File: src/rtl/lu_hist_reader.sv
// Drain engine for the histogram counter memory. It sweeps every address in
// ascending order, streams each (address, count) pair and can clear entries once they are consumed.
module lu_hist_reader #(
  parameter int ADDR_W    = 8,
  parameter int DATA_W    = 16,
  parameter int SKIP_ZERO = 0
) (
  input  logic              clk,
  input  logic              rst_n,
  input  logic              start,
  input  logic              clear_en,
  output logic              busy,
  output logic              done,
  output logic [ADDR_W-1:0] mem_addr,
  input  logic [DATA_W-1:0] mem_rd,
  output logic [DATA_W-1:0] mem_wd,
  output logic              mem_we,
  output logic              out_valid,
  input  logic              out_ready,
  output logic [ADDR_W-1:0] out_addr,
  output logic [DATA_W-1:0] out_data,
  output logic              out_last
);

  typedef enum logic [2:0] {
    S_IDLE,
    S_ADDR,
    S_DATA,
    S_OUT,
    S_CLR,
    S_DONE
  } state_t;

  state_t            state, state_nxt;
  logic [ADDR_W-1:0] idx;
  logic              clear_q;
  logic              idx_max;
  logic [ADDR_W-1:0] beat_addr_p1;
  logic [DATA_W-1:0] beat_data_p1;
  logic              beat_last_p1;

  assign idx_max = &idx;

  // Control: state, sweep index and the clear mode latched with start
  always_ff @(posedge clk or negedge rst_n) begin
    if (!rst_n) begin
      state   <= S_IDLE;
      idx     <= '0;
      clear_q <= 1'b0;
    end else begin
      state <= state_nxt;
      if (state == S_IDLE && start) begin
        idx     <= '0;
        clear_q <= clear_en;
      end else if (state == S_CLR && !idx_max) begin
        idx <= idx + 1'b1;
      end
    end
  end

  // Read data arrives one cycle after the address; capture the beat here so it
  // stays stable for as long as the consumer stalls
  always_ff @(posedge clk or negedge rst_n) begin
    if (!rst_n) begin
      beat_addr_p1 <= '0;
      beat_data_p1 <= '0;
      beat_last_p1 <= 1'b0;
    end else if (state == S_DATA) begin
      beat_addr_p1 <= idx;
      beat_data_p1 <= mem_rd;
      beat_last_p1 <= idx_max;
    end
  end

  always_comb begin
    state_nxt = state;
    case (state)
      S_IDLE: if (start) state_nxt = S_ADDR;
      S_ADDR: state_nxt = S_DATA;
      S_DATA: begin
        if (SKIP_ZERO != 0 && mem_rd == '0) state_nxt = S_CLR;
        else                                state_nxt = S_OUT;
      end
      S_OUT:  if (out_ready) state_nxt = S_CLR;
      S_CLR:  state_nxt = idx_max ? S_DONE : S_ADDR;
      S_DONE: state_nxt = S_IDLE;
      default: state_nxt = S_IDLE;
    endcase
  end

  // The clear write reuses the read address, so an entry is only zeroed after
  // its beat has left (or was skipped)
  assign busy      = (state != S_IDLE);
  assign done      = (state == S_DONE);
  assign mem_addr  = idx;
  assign mem_wd    = '0;
  assign mem_we    = (state == S_CLR) && clear_q;
  assign out_valid = (state == S_OUT);
  assign out_addr  = beat_addr_p1;
  assign out_data  = beat_data_p1;
  assign out_last  = beat_last_p1 && (state == S_OUT);

endmodule

File: config.mk
export PLATFORM = sky130hd
export DESIGN_NAME = lu_hist_reader
export DESIGN_NICKNAME = d
export VERILOG_FILES = /design/src/rtl/lu_hist_reader.sv
export SDC_FILE = /design/constraint.sdc
export NUM_CORES = 1
export LEC_CHECK = 0
export ABC_AREA = 1
export CAP_MARGIN = 0
export CORE_MARGIN = 2
export CORE_UTILIZATION = 43
export DETAILED_ROUTE_END_ITERATION = 8
export GPL_TIMING_DRIVEN = 0
export PLACE_DENSITY = 0.76
export SYNTH_ARGS = -nofsm -noshare
export SYNTH_HDL_FRONTEND = slang
export SYNTH_SLANG_ARGS = --single-unit
export TNS_END_PERCENT = 100
File: constraint.sdc
create_clock -name clk -period 1.55 [get_ports clk]
set_input_delay 0.31 -clock clk [delete_from_list [all_inputs] [get_ports clk]]
set_output_delay 0.31 -clock clk [all_outputs]
set_load 0.1 [all_outputs]
# After elaboration in Yosys (flattened, before gate mapping)
# Cells that the tools add are included.
# op_classes
multipliers	0
n_div	0
bitwise	0
shift	0
n_reduce_logical	10
magnitude_cmp	0
n_eq_ne	7
add_sub_neg	1
n_mux	6
# ops
op	count
2-to-1 mux 8 bit	2
one-hot mux 3 bit (5 select lines)	1
2-to-1 mux 3 bit	3
adder 8 x 1 -> 8 bit (second input constant)	1
AND reduction 8 bit	1
== test 3 x 2 -> 1 bit (second input constant)	2
== test 3 bit (second input constant)	2
logical AND 1 bit	4
== test 3 x 1 -> 1 bit (second input constant)	1
logical NOT 3 bit	1
nonzero test 3 bit	1
inequality test 2 x 1 -> 1 bit (second input constant)	1
inequality test 2 bit (second input constant)	1
AND reduction 2 bit	1
nonzero test 2 bit	1
logical NOT 1 bit	1
# totals
out_inout_bits	53
latchBits	0
wordCells	30
rom_bits	0
n_memories	0
ram_bits	0
regBits	37

# Logic depth before layout (Yosys ltp)
# Gate-level depths: netlist (run 1).
# logic_depth
word_depth	5
mapped_depth	9

# Worst setup path after synthesis (run 1)
# No wires, ideal clock.
# synth_timing
path_kind	register -> output
start	register state[1]
end	output port done
path_slack_ns	-1.349
arrival_ns	2.589
stages_incl_launch_ff	3
cell_sequence	dfrtp_1 buf_2 nor3_1
# synth_between
elab_chain_cells	1
# synth_rtl
element	line	rtl
from (decl)	34	state_t state, state_nxt;
from (signal assigned)	51	state <= state_nxt;
== test 3 bit	94	assign done = (state == S_DONE);
to (decl)	13	output logic done,
# Every way passes these cells.

# Worst setup path after layout (run 1)
# layout_timing
start	register state[0]
end	output port done
# Same word-level chain as after synthesis.

==> results of run 1 <==
state kept, by name (all words and copies together), names as in the netlist:
name / cells
clear_q: 1
mem_addr: 8
out_data: 16
state: 3
beat_last_p1: 1
out_addr: 8
cell families after synthesis:
kind of cell               after synthesis  synth area share
AOI/OAI and AO/OA                       18           0.05548
xor gates and xnor gates                 3           0.01439
adders and majority gates                1          0.006848
buffers and inverters                   35            0.1144
DFF                                     37            0.5069
muxes                                   17            0.1336
other                                    1          0.002053
and+or+nand+nor                         63            0.1664
cell usage in the layout, fill, tap and decap left out, types with 4 or more instances in the layout:
master,count
mux2_4,14
o21ai_1,4
inv_1,12
buf_4,20
conb_1,16
buf_12,4
dfrtp_2,8
clkdlybuf4s18_2,8
nor2_1,8
nor2_4,5
nand2_1,29
clkdlybuf4s50_1,19
buf_2,9
dfrtp_1,27
clkdlybuf4s15_2,17
nand3_1,9
clkbuf_8,6
o21ai_0,10
cell type report:
class	instances	area share
buffer	20	0.05695
tap	50	0.02242
multi-input combinational	118	0.2937
sequential	37	0.3381
clock inverter	1	0.01076
clock buffer	7	0.03094
inverter	15	0.02242
timing repair buffer	61	0.2247
repair_timing:
action                                  CTS  global route
buffers inserted                          4             0
endpoints found under the setup margin   37            16
gates resized for setup                 157            14
pin swaps                                 2             5
critical path, cell delays in order, from the launching register on:
cell     delay (ps)
dfrtp_2         460
inv_1           100
nor3_4          220
buf_12          200
through the flow:
step / cell area (um2) / setup slack, ps
after global placement: 2581 / -882.3
after floorplan: 1948 / -92.67
after CTS: 2774 / -80.54
after global routing: 2790 / -77.71
final: 2790 / -21.48
after detailed placement: 2576 / -785.2
layer usage:
layer,share of wire,GRT usage,up-vias
met4,0.025,0.07407,0
met2,0.46,0.2489,57
met5,0,0,-
met3,0.054,0.03924,11
li1,-,-,707
met1,0.46,0.2356,655
worst max path at each step:
stage / from / to / slack (ps) / cells after the start
after floorplan: state[1] / done / -90 / 2
after global placement: rst_n / mem_addr[0] / -880 / 1
after detailed placement: state[1] / out_last / -790 / 4
after CTS: state[1] / mem_we / -80 / 5
after global routing: state[1] / mem_we / -80 / 5
final: state[0] / done / -20 / 3
==> results_dict.tcl, run 1 <==
set metrics [dict create \
    core_um2 4058 \
    synthToLayoutAreaGrowth_pct 52.74 \
    clockBufferDepth 2 \
    failed_checks "negative setup slack" \
    viasPerCell 4.628 \
    synthArstFlopShare 1.000 \
    finalMaxSlewViolations 0 \
    synth-edff-count 0 \
    synth_seq_cells 37 \
    finalClockSkew_ps 9.051 \
    multi_input_area_um2 819.5 \
    ys.flop_type "dfrtp_1" \
    clock_latency_ps 290 \
    clkSlewWorstSetupHoldPaths_ps 80 \
    critPathKind "reg -> out" \
    slew_headroom 0.4648 \
    cp-end-kind "primary output" \
    root_buffer "clkbuf_8" \
    grt_overflow 0 \
    arrival_ps 1260 \
    finalSetupViolCount 2 \
    dp_hpwl_um 2683 \
    yosys_warnings 0 \
    fin_crit_ps 1571 \
    dp_cells 297 \
    drc 0 \
    syn_inst 175 \
    grt_pass1_vias 1341 \
    die_x_um 69.18 \
    cts_tree "yes" \
    drive_gt1_frac 0.4517 \
    worstMarginPinSlew_ps 802.8 \
    antenna_left 0 \
    ys_top_cells_by_count "dfrtp_1 (37), nand2_1 (30), buf_4 (16)" \
    rr_startpoint "mem_addr[1]" \
    dieArea_um2 4786 \
    rsz0062_at_grt "true" \
    grt_first_pass_wirelength_um 6520 \
    tns_ps -42.21 \
    antenna_found_initial 0 \
    yosysUniqueCellTypes 26 \
    antennaDiodeCount 0 \
    start_kind "flip-flop" \
    worstPathMaxFanout 5 \
    placementRows 23 \
    wirelength_um 3845 \
    num_vias 1430 \
    fin_crit_sh 1.014 \
    die_h_um 69.18 \
    grt_max_degree 38 \
    io_buffers 57 \
    htree_levels 2 \
    synth_area_leaders "dfrtp_1 (51%), mux2_4 (12%), buf_4 (6.6%), nand2_1 (6.2%), inv_1 (2.9%)" \
    hp-class "in -> async" \
    reg2reg_slack_ps 140 \
    hold_buffers 0 \
    ys_seq_area_frac 0.5068 \
    nets 280 \
    synth_top_area_share 0.5068 \
    start_util 0.4502 \
    crit_required_ps 1240 \
    yosysMostFrequentCell "dfrtp_1" \
    synth_area_um2 1827 \
    synth_top_area_cell "dfrtp_1" \
    drtPass1Iterations 4 \
    fillers 315 \
    final_core_util 0.6876 \
    worstRegToRegCells 6 \
    layout_setup_ws_ps -21.48 \
    drt_iter0_markers 132 \
    clkSinkCount 37 \
    cts_buffers 5 \
    final_hold_viol_count 0 \
    seqCellArea_um2 943.4 \
    ioPinCount 74 \
    drv_cap 0 \
    grt_usage 0.1681 \
    hold_ws_ps 100.3 \
    instances_no_fill 309 \
    syn_avg_cell_area_um2 10.44 \
    r2r_end "mem_addr[3]" \
    wl_per_cell_um 12.44 \
    fmax_mhz 636.3 \
    status "finished, violations left" \
    place_congestion 0.7591 \
]
Power of run 1 is not shown: default switching activity piles up to over one toggle a cycle in this logic, so the estimate is an artifact.
==> run 2, diff against run 1 <==
Settings changed: ABC_AREA 1 to not set, CAP_MARGIN 0 to 25.
==> run 2 against run 1 <==
Net effect:
- the flow still finishes with violations (negative setup slack)
- non-clock buffer count is 21 higher
- critical path depth did not move
- utilization increased by 5.0 points
- setup slack got worse by 160 ps
- count of clock-buffer cells in the layout down 2
- global-route usage rose by 2.8 points
- fmax fell by 9.4%
- worst hold slack improved by 25 ps
==> results_dict.tcl, run 2 <==
set metrics [dict create \
    synth_top_area_share 0.5150 \
    synth_seq_cells 37 \
    grt_pass1_vias 1410 \
    ys_seq_area_frac 0.5150 \
    final_cell_mix "buf_4 (29), dfrtp_1 (27), mux2_2 (23)" \
    die_h_um 68.67 \
    yosysMostFrequentCell "dfrtp_1" \
    num_vias 1448 \
    slew_headroom 0.4309 \
    status "finished, violations left" \
    instances_no_fill 296 \
    dp_hpwl_um 3001 \
    hp-class "in -> async" \
    root_buffer "clkbuf_8" \
    start_util 0.4495 \
    critPathKind "reg -> out" \
    worstMarginPinSlew_ps 853.6 \
    synth_top_area_cell "dfrtp_1" \
    wl_per_cell_um 14.84 \
    worstPathMaxFanout 6 \
    syn_inst 146 \
    die_x_um 68.67 \
    drtPass1Iterations 4 \
    dp_cells 268 \
    grt_usage 0.1959 \
    ys.flop_type "dfrtp_1" \
    ioPinCount 74 \
    htree_levels 2 \
    fmax_mhz 576.8 \
    final_hold_viol_count 0 \
    clkSinkCount 37 \
    synthToLayoutAreaGrowth_pct 64.09 \
    ys_top_cells_by_count "dfrtp_1 (37), mux2_2 (23), buf_4 (17)" \
    synthArstFlopShare 1.000 \
    layout_setup_ws_ps -183.7 \
    cts_buffers 5 \
    clock_latency_ps 290 \
    place_congestion 0.8068 \
    cts_tree "yes" \
    io_buffers 57 \
    core_um2 4000 \
    fin_crit_ps 1734 \
    finalSetupViolCount 19 \
    grt_max_degree 38 \
    worstRegToRegCells 4 \
    failed_checks "negative setup slack" \
    drc 0 \
    drv_cap 0 \
    fin_crit_sh 1.118 \
    clockBufferDepth 2 \
    final_common_cell "buf_4" \
    antenna_found_initial 0 \
    drive_gt1_frac 0.5732 \
    synth_area_um2 1798 \
    nets 267 \
    antenna_left 0 \
    finalMaxSlewViolations 0 \
    arrival_ps 1420 \
    cp-end-kind "primary output" \
    finalClockSkew_ps 7.423 \
    synth-edff-count 0 \
    yosysUniqueCellTypes 40 \
    hold_buffers 0 \
    largest_register_ffs 16 \
    antennaDiodeCount 0 \
    reg2reg_slack_ps -160 \
    crit_required_ps 1240 \
    yosys_warnings 0 \
    rsz0062_at_grt "true" \
    wirelength_um 4394 \
    start_kind "flip-flop" \
    grt_overflow 0 \
    grt_first_pass_wirelength_um 6693 \
    dieArea_um2 4715 \
    syn_avg_cell_area_um2 12.31 \
    drt_iter0_markers 51 \
    viasPerCell 4.892 \
    clkSlewWorstSetupHoldPaths_ps 80 \
    synth_area_leaders "dfrtp_1 (51%), mux2_2 (14%), buf_4 (7.1%), mux2i_1 (2.8%), nand2b_1 (1.4%)" \
    placementRows 23 \
]
[run 2: cell types whose count changed after synthesis, moves of 5 or more]
| cell | previous run | this run |
|---|---|---|
| inv_1 | 14 | 3 |
| nand3_1 | 10 | 3 |
| nor2_1 | 10 | 2 |
| mux2_2 | 3 | 23 |
| o21ai_0 | 10 | 2 |
| nand2_1 | 30 | 6 |
| mux2_4 | 14 | 1 |
| mux2i_1 | 0 | 5 |
[run 2: cell type report]
class,count,area (um2)
clock buffers,5,68.82
plain buffers,24,210.2
well taps,50,62.56
fillers,277,1050
multi-input cells,96,832.0
clock inverters,3,17.52
flip-flops and latches,37,953.4
inverters,3,11.26
repair buffers,78,794.5
[run 2: cell families after synthesis]
| group | count (synthesis) | share of synthesized area |
|---|---|---|
| AO/OA/AOI/OAI | 15 | 0.05706 |
| adder cells (fa/ha/maj) | 1 | 0.006958 |
| buffers and inverters | 28 | 0.1002 |
| flip-flops | 37 | 0.5150 |
| multiplexers | 30 | 0.1865 |
| other | 1 | 0.002086 |
| AND/OR/NAND/NOR | 34 | 0.1322 |
[run 2: final timing paths]
| check | to | start |
|---|---|---|
| max | busy | state[0] |
| min | out_data[8] | rst_n |
| max reg2reg | clear_q | state[1] |
| min reg2reg | out_data[3] | out_data[3] |
| max in group asynchronous | mem_addr[4] | rst_n |
| min in group clk | out_data[3] | out_data[3] |
[run 2: what timing repair did]
| item | CTS | global route |
|---|---|---|
| gates cloned | 0 | 1 |
| resized for setup | 167 | 21 |
| buffers inserted | 17 | 3 |
| pin swaps | 5 | 1 |
| setup endpoints to repair | 58 | 39 |
[run 2: per-layer routing]
layer | wire length (um) | share of wire | track usage
met1 | 1760 | 0.40 | 0.2397
met2 | 2320 | 0.53 | 0.3269
met3 | 247 | 0.056 | 0.04708
met4 | 65 | 0.015 | 0.08750
met5 | 0 | 0 | 0
[run 2: through the flow]
| step | cell area [um2] | setup WS (ps) | hold slack [ps] | setup TNS [ps] | util |
|---|---|---|---|---|---|
| finish | 2950 | -183.7 | 125.1 | -1379 | 0.7376 |
| global route | 2950 | -220.5 | 164.5 | -3274 | 0.7376 |
| CTS | 2897 | -187.7 | 134.1 | -881.2 | 0.7241 |
| detailed placement | 2595 | -987.3 | 454.3 | -14630 | 0.6487 |
| global placement | 2600 | -960.5 | 470.6 | -37630 | 0.6500 |
| floorplan | 1967 | -207.7 | 14.41 | -581.4 | - |
[run 2: critical path, cell delays in order, from the launching register on]
cell     delay, ps
dfrtp_2        420
buf_8          130
or3_4          400
buf_12         180
Power of run 2 is left out for the same reason.
==> run 3, diff against run 2 <==
Settings changed: CORE_MARGIN 2 to 3.
==> run 3 against run 2 <==
Net effect:
- sequential share of layout area shrank 0.88 points
- the run still ends with negative setup slack left
- largest cell class unchanged
- critical path type unchanged
- worst hold slack lost 9.1 ps
- utilization grew 4.9 points
- count of clock-buffer cells in the layout grew 2
- via count grew 4.7%
- cell count grew 1.7%
- register-to-register slack is essentially flat
==> results_dict.tcl, run 3 (synthesis gave the netlist of run 2 again) <==
set metrics [dict create \
    num_vias 1516 \
    cpLargestDelayFamily "flip-flops" \
    final_hold_viol_count 0 \
    viasPerCell 5.037 \
    dr_wl_met3_um 358 \
    nets 274 \
    design_area_um2 3033 \
    ioPinCount 74 \
    synthToLayoutAreaGrowth_pct 68.68 \
    antennaDiodeCount 0 \
    fmax_mhz 573.2 \
    hold_buffers 0 \
    io_buffers 57 \
    r2r_end "mem_addr[7]" \
    grt_usage 0.1998 \
    clockBufferDepth 2 \
    die_h_um 70.67 \
    cts_buffers 5 \
    core_um2 3854 \
    drive_gt1_frac 0.5771 \
    place_area_um2 2592 \
    worstPathMaxFanout 8 \
    worstRegToRegCells 6 \
    rr_startpoint "state[1]" \
    crit_required_ps 1240 \
    wl_per_cell_um 16.30 \
    top_layer "met4" \
    clkSinkCount 37 \
    slowest_stage "dfrtp_1" \
    clkSlewWorstSetupHoldPaths_ps 70 \
    placementRows 22 \
    crit_path_max_incr_delay_ps 410 \
    rsz0062_at_grt "true" \
    start_util 0.4666 \
    final_cell_mix "buf_4 (35), dfrtp_1 (27), mux2_2 (23)" \
    grt_overflow 0 \
    place_congestion 0.8333 \
    hp-class "in -> async" \
    final_common_cell "buf_4" \
    drtPass1Iterations 4 \
    fin_crit_ps 1744 \
    wirelength_um 4905 \
    worstMarginPinSlew_ps 824.4 \
    die_x_um 70.67 \
    grt_pass1_vias 1601 \
    fin_crit_sh 1.125 \
    slew_headroom 0.4504 \
    finalSetupViolCount 37 \
    drv_cap 0 \
    finalMaxSlewViolations 0 \
    dp_hpwl_um 2984 \
    largest_register_ffs 16 \
    clock_latency_ps 290 \
    cts_tree "yes" \
    status "finished, violations left" \
    path_buf_inv 2 \
    antenna_left 0 \
    wl_met2_um 2474 \
    arrival_ps 1430 \
    dieArea_um2 4994 \
    grt_first_pass_wirelength_um 7845 \
    failed_checks "negative setup slack" \
    cp-end-kind "primary output" \
    cp.depth 4 \
    grt_max_degree 38 \
    cp_cell_sequence "clkbuf_8 -> nor3b_4 -> and2_4 -> buf_12" \
    endpoint "mem_we" \
    finalClockSkew_ps 5.623 \
    start_kind "flip-flop" \
    antenna_found_initial 0 \
    fillers 239 \
    layout_setup_ws_ps -194.5 \
    drt_iter0_markers 70 \
    htree_levels 2 \
    cp-startpoint "state[1]" \
    root_buffer "clkbuf_8" \
    reg2reg_slack_ps -170 \
    critPathKind "reg -> out" \
    drc 0 \
    wl_met1_um 1941 \
]
[run 3: cell count changes in the layout (fill, tap and decap cells not counted), sizes merged]
cell | previous run | this run
clkinv | 2 | 0
clkdlybuf4s18 | 6 | 11
clkdlybuf4s15 | 18 | 13
buf | 57 | 63
clkbuf | 7 | 10
[run 3: how the worst min path moves through the flow]
stage | startpoint | end | slack, ps
2_1_floorplan | rst_n | beat_last_p1 | 10
3_3_place_gp | out_data[3] | out_data[3] | 470
3_5_place_dp | rst_n | out_data[12] | 450
4_1_cts | rst_n | out_data[12] | 140
5_1_grt | rst_n | out_data[12] | 160
6_report | rst_n | out_data[12] | 120
[run 3: what timing repair did]
item | in CTS | in global routing
endpoints found under the setup margin | 59 | 50
gates cloned | 0 | 1
pin swaps | 8 | 5
buffers inserted | 20 | 6
resized for setup | 171 | 25
hold endpoints to repair | 0 | 0
[run 3: layout make-up]
cell class                 instances  area, um2  area share
buffer                            25      217.7     0.07178
timing repair buffer              84      859.6      0.2834
clock buffer                       7      86.33     0.02847
tap                               48      60.06     0.01980
multi-input combinational         96      837.1      0.2760
sequential                        37      953.4      0.3144
inverter                           3      11.26    0.003713
clock inverter                     1      7.507    0.002475
[run 3: metal layers]
metal,up-vias,global-route usage
li1,698,-
met5,-,0
met2,69,0.3326
met1,731,0.2340
met4,0,0.09186
met3,18,0.06676
[run 3: per-stage QoR]
| step | cells | utilization | hold WS (ps) | worst slack, ps | TNS, ps |
|---|---|---|---|---|---|
| 2_1_floorplan | 161 | - | 14.41 | -207.7 | -581.4 |
| 5_1_grt | 301 | 0.7870 | 160.0 | -232.2 | -4357 |
| 3_5_place_dp | 266 | 0.6727 | 454.4 | -979.3 | -14300 |
| 6_report | 301 | 0.7870 | 116.1 | -194.5 | -3484 |
| 3_3_place_gp | 266 | 0.6740 | 465.8 | -978.8 | -38940 |
| 4_1_cts | 294 | 0.7682 | 138.1 | -168.3 | -2166 |
Power of run 3 is left out for the same reason.
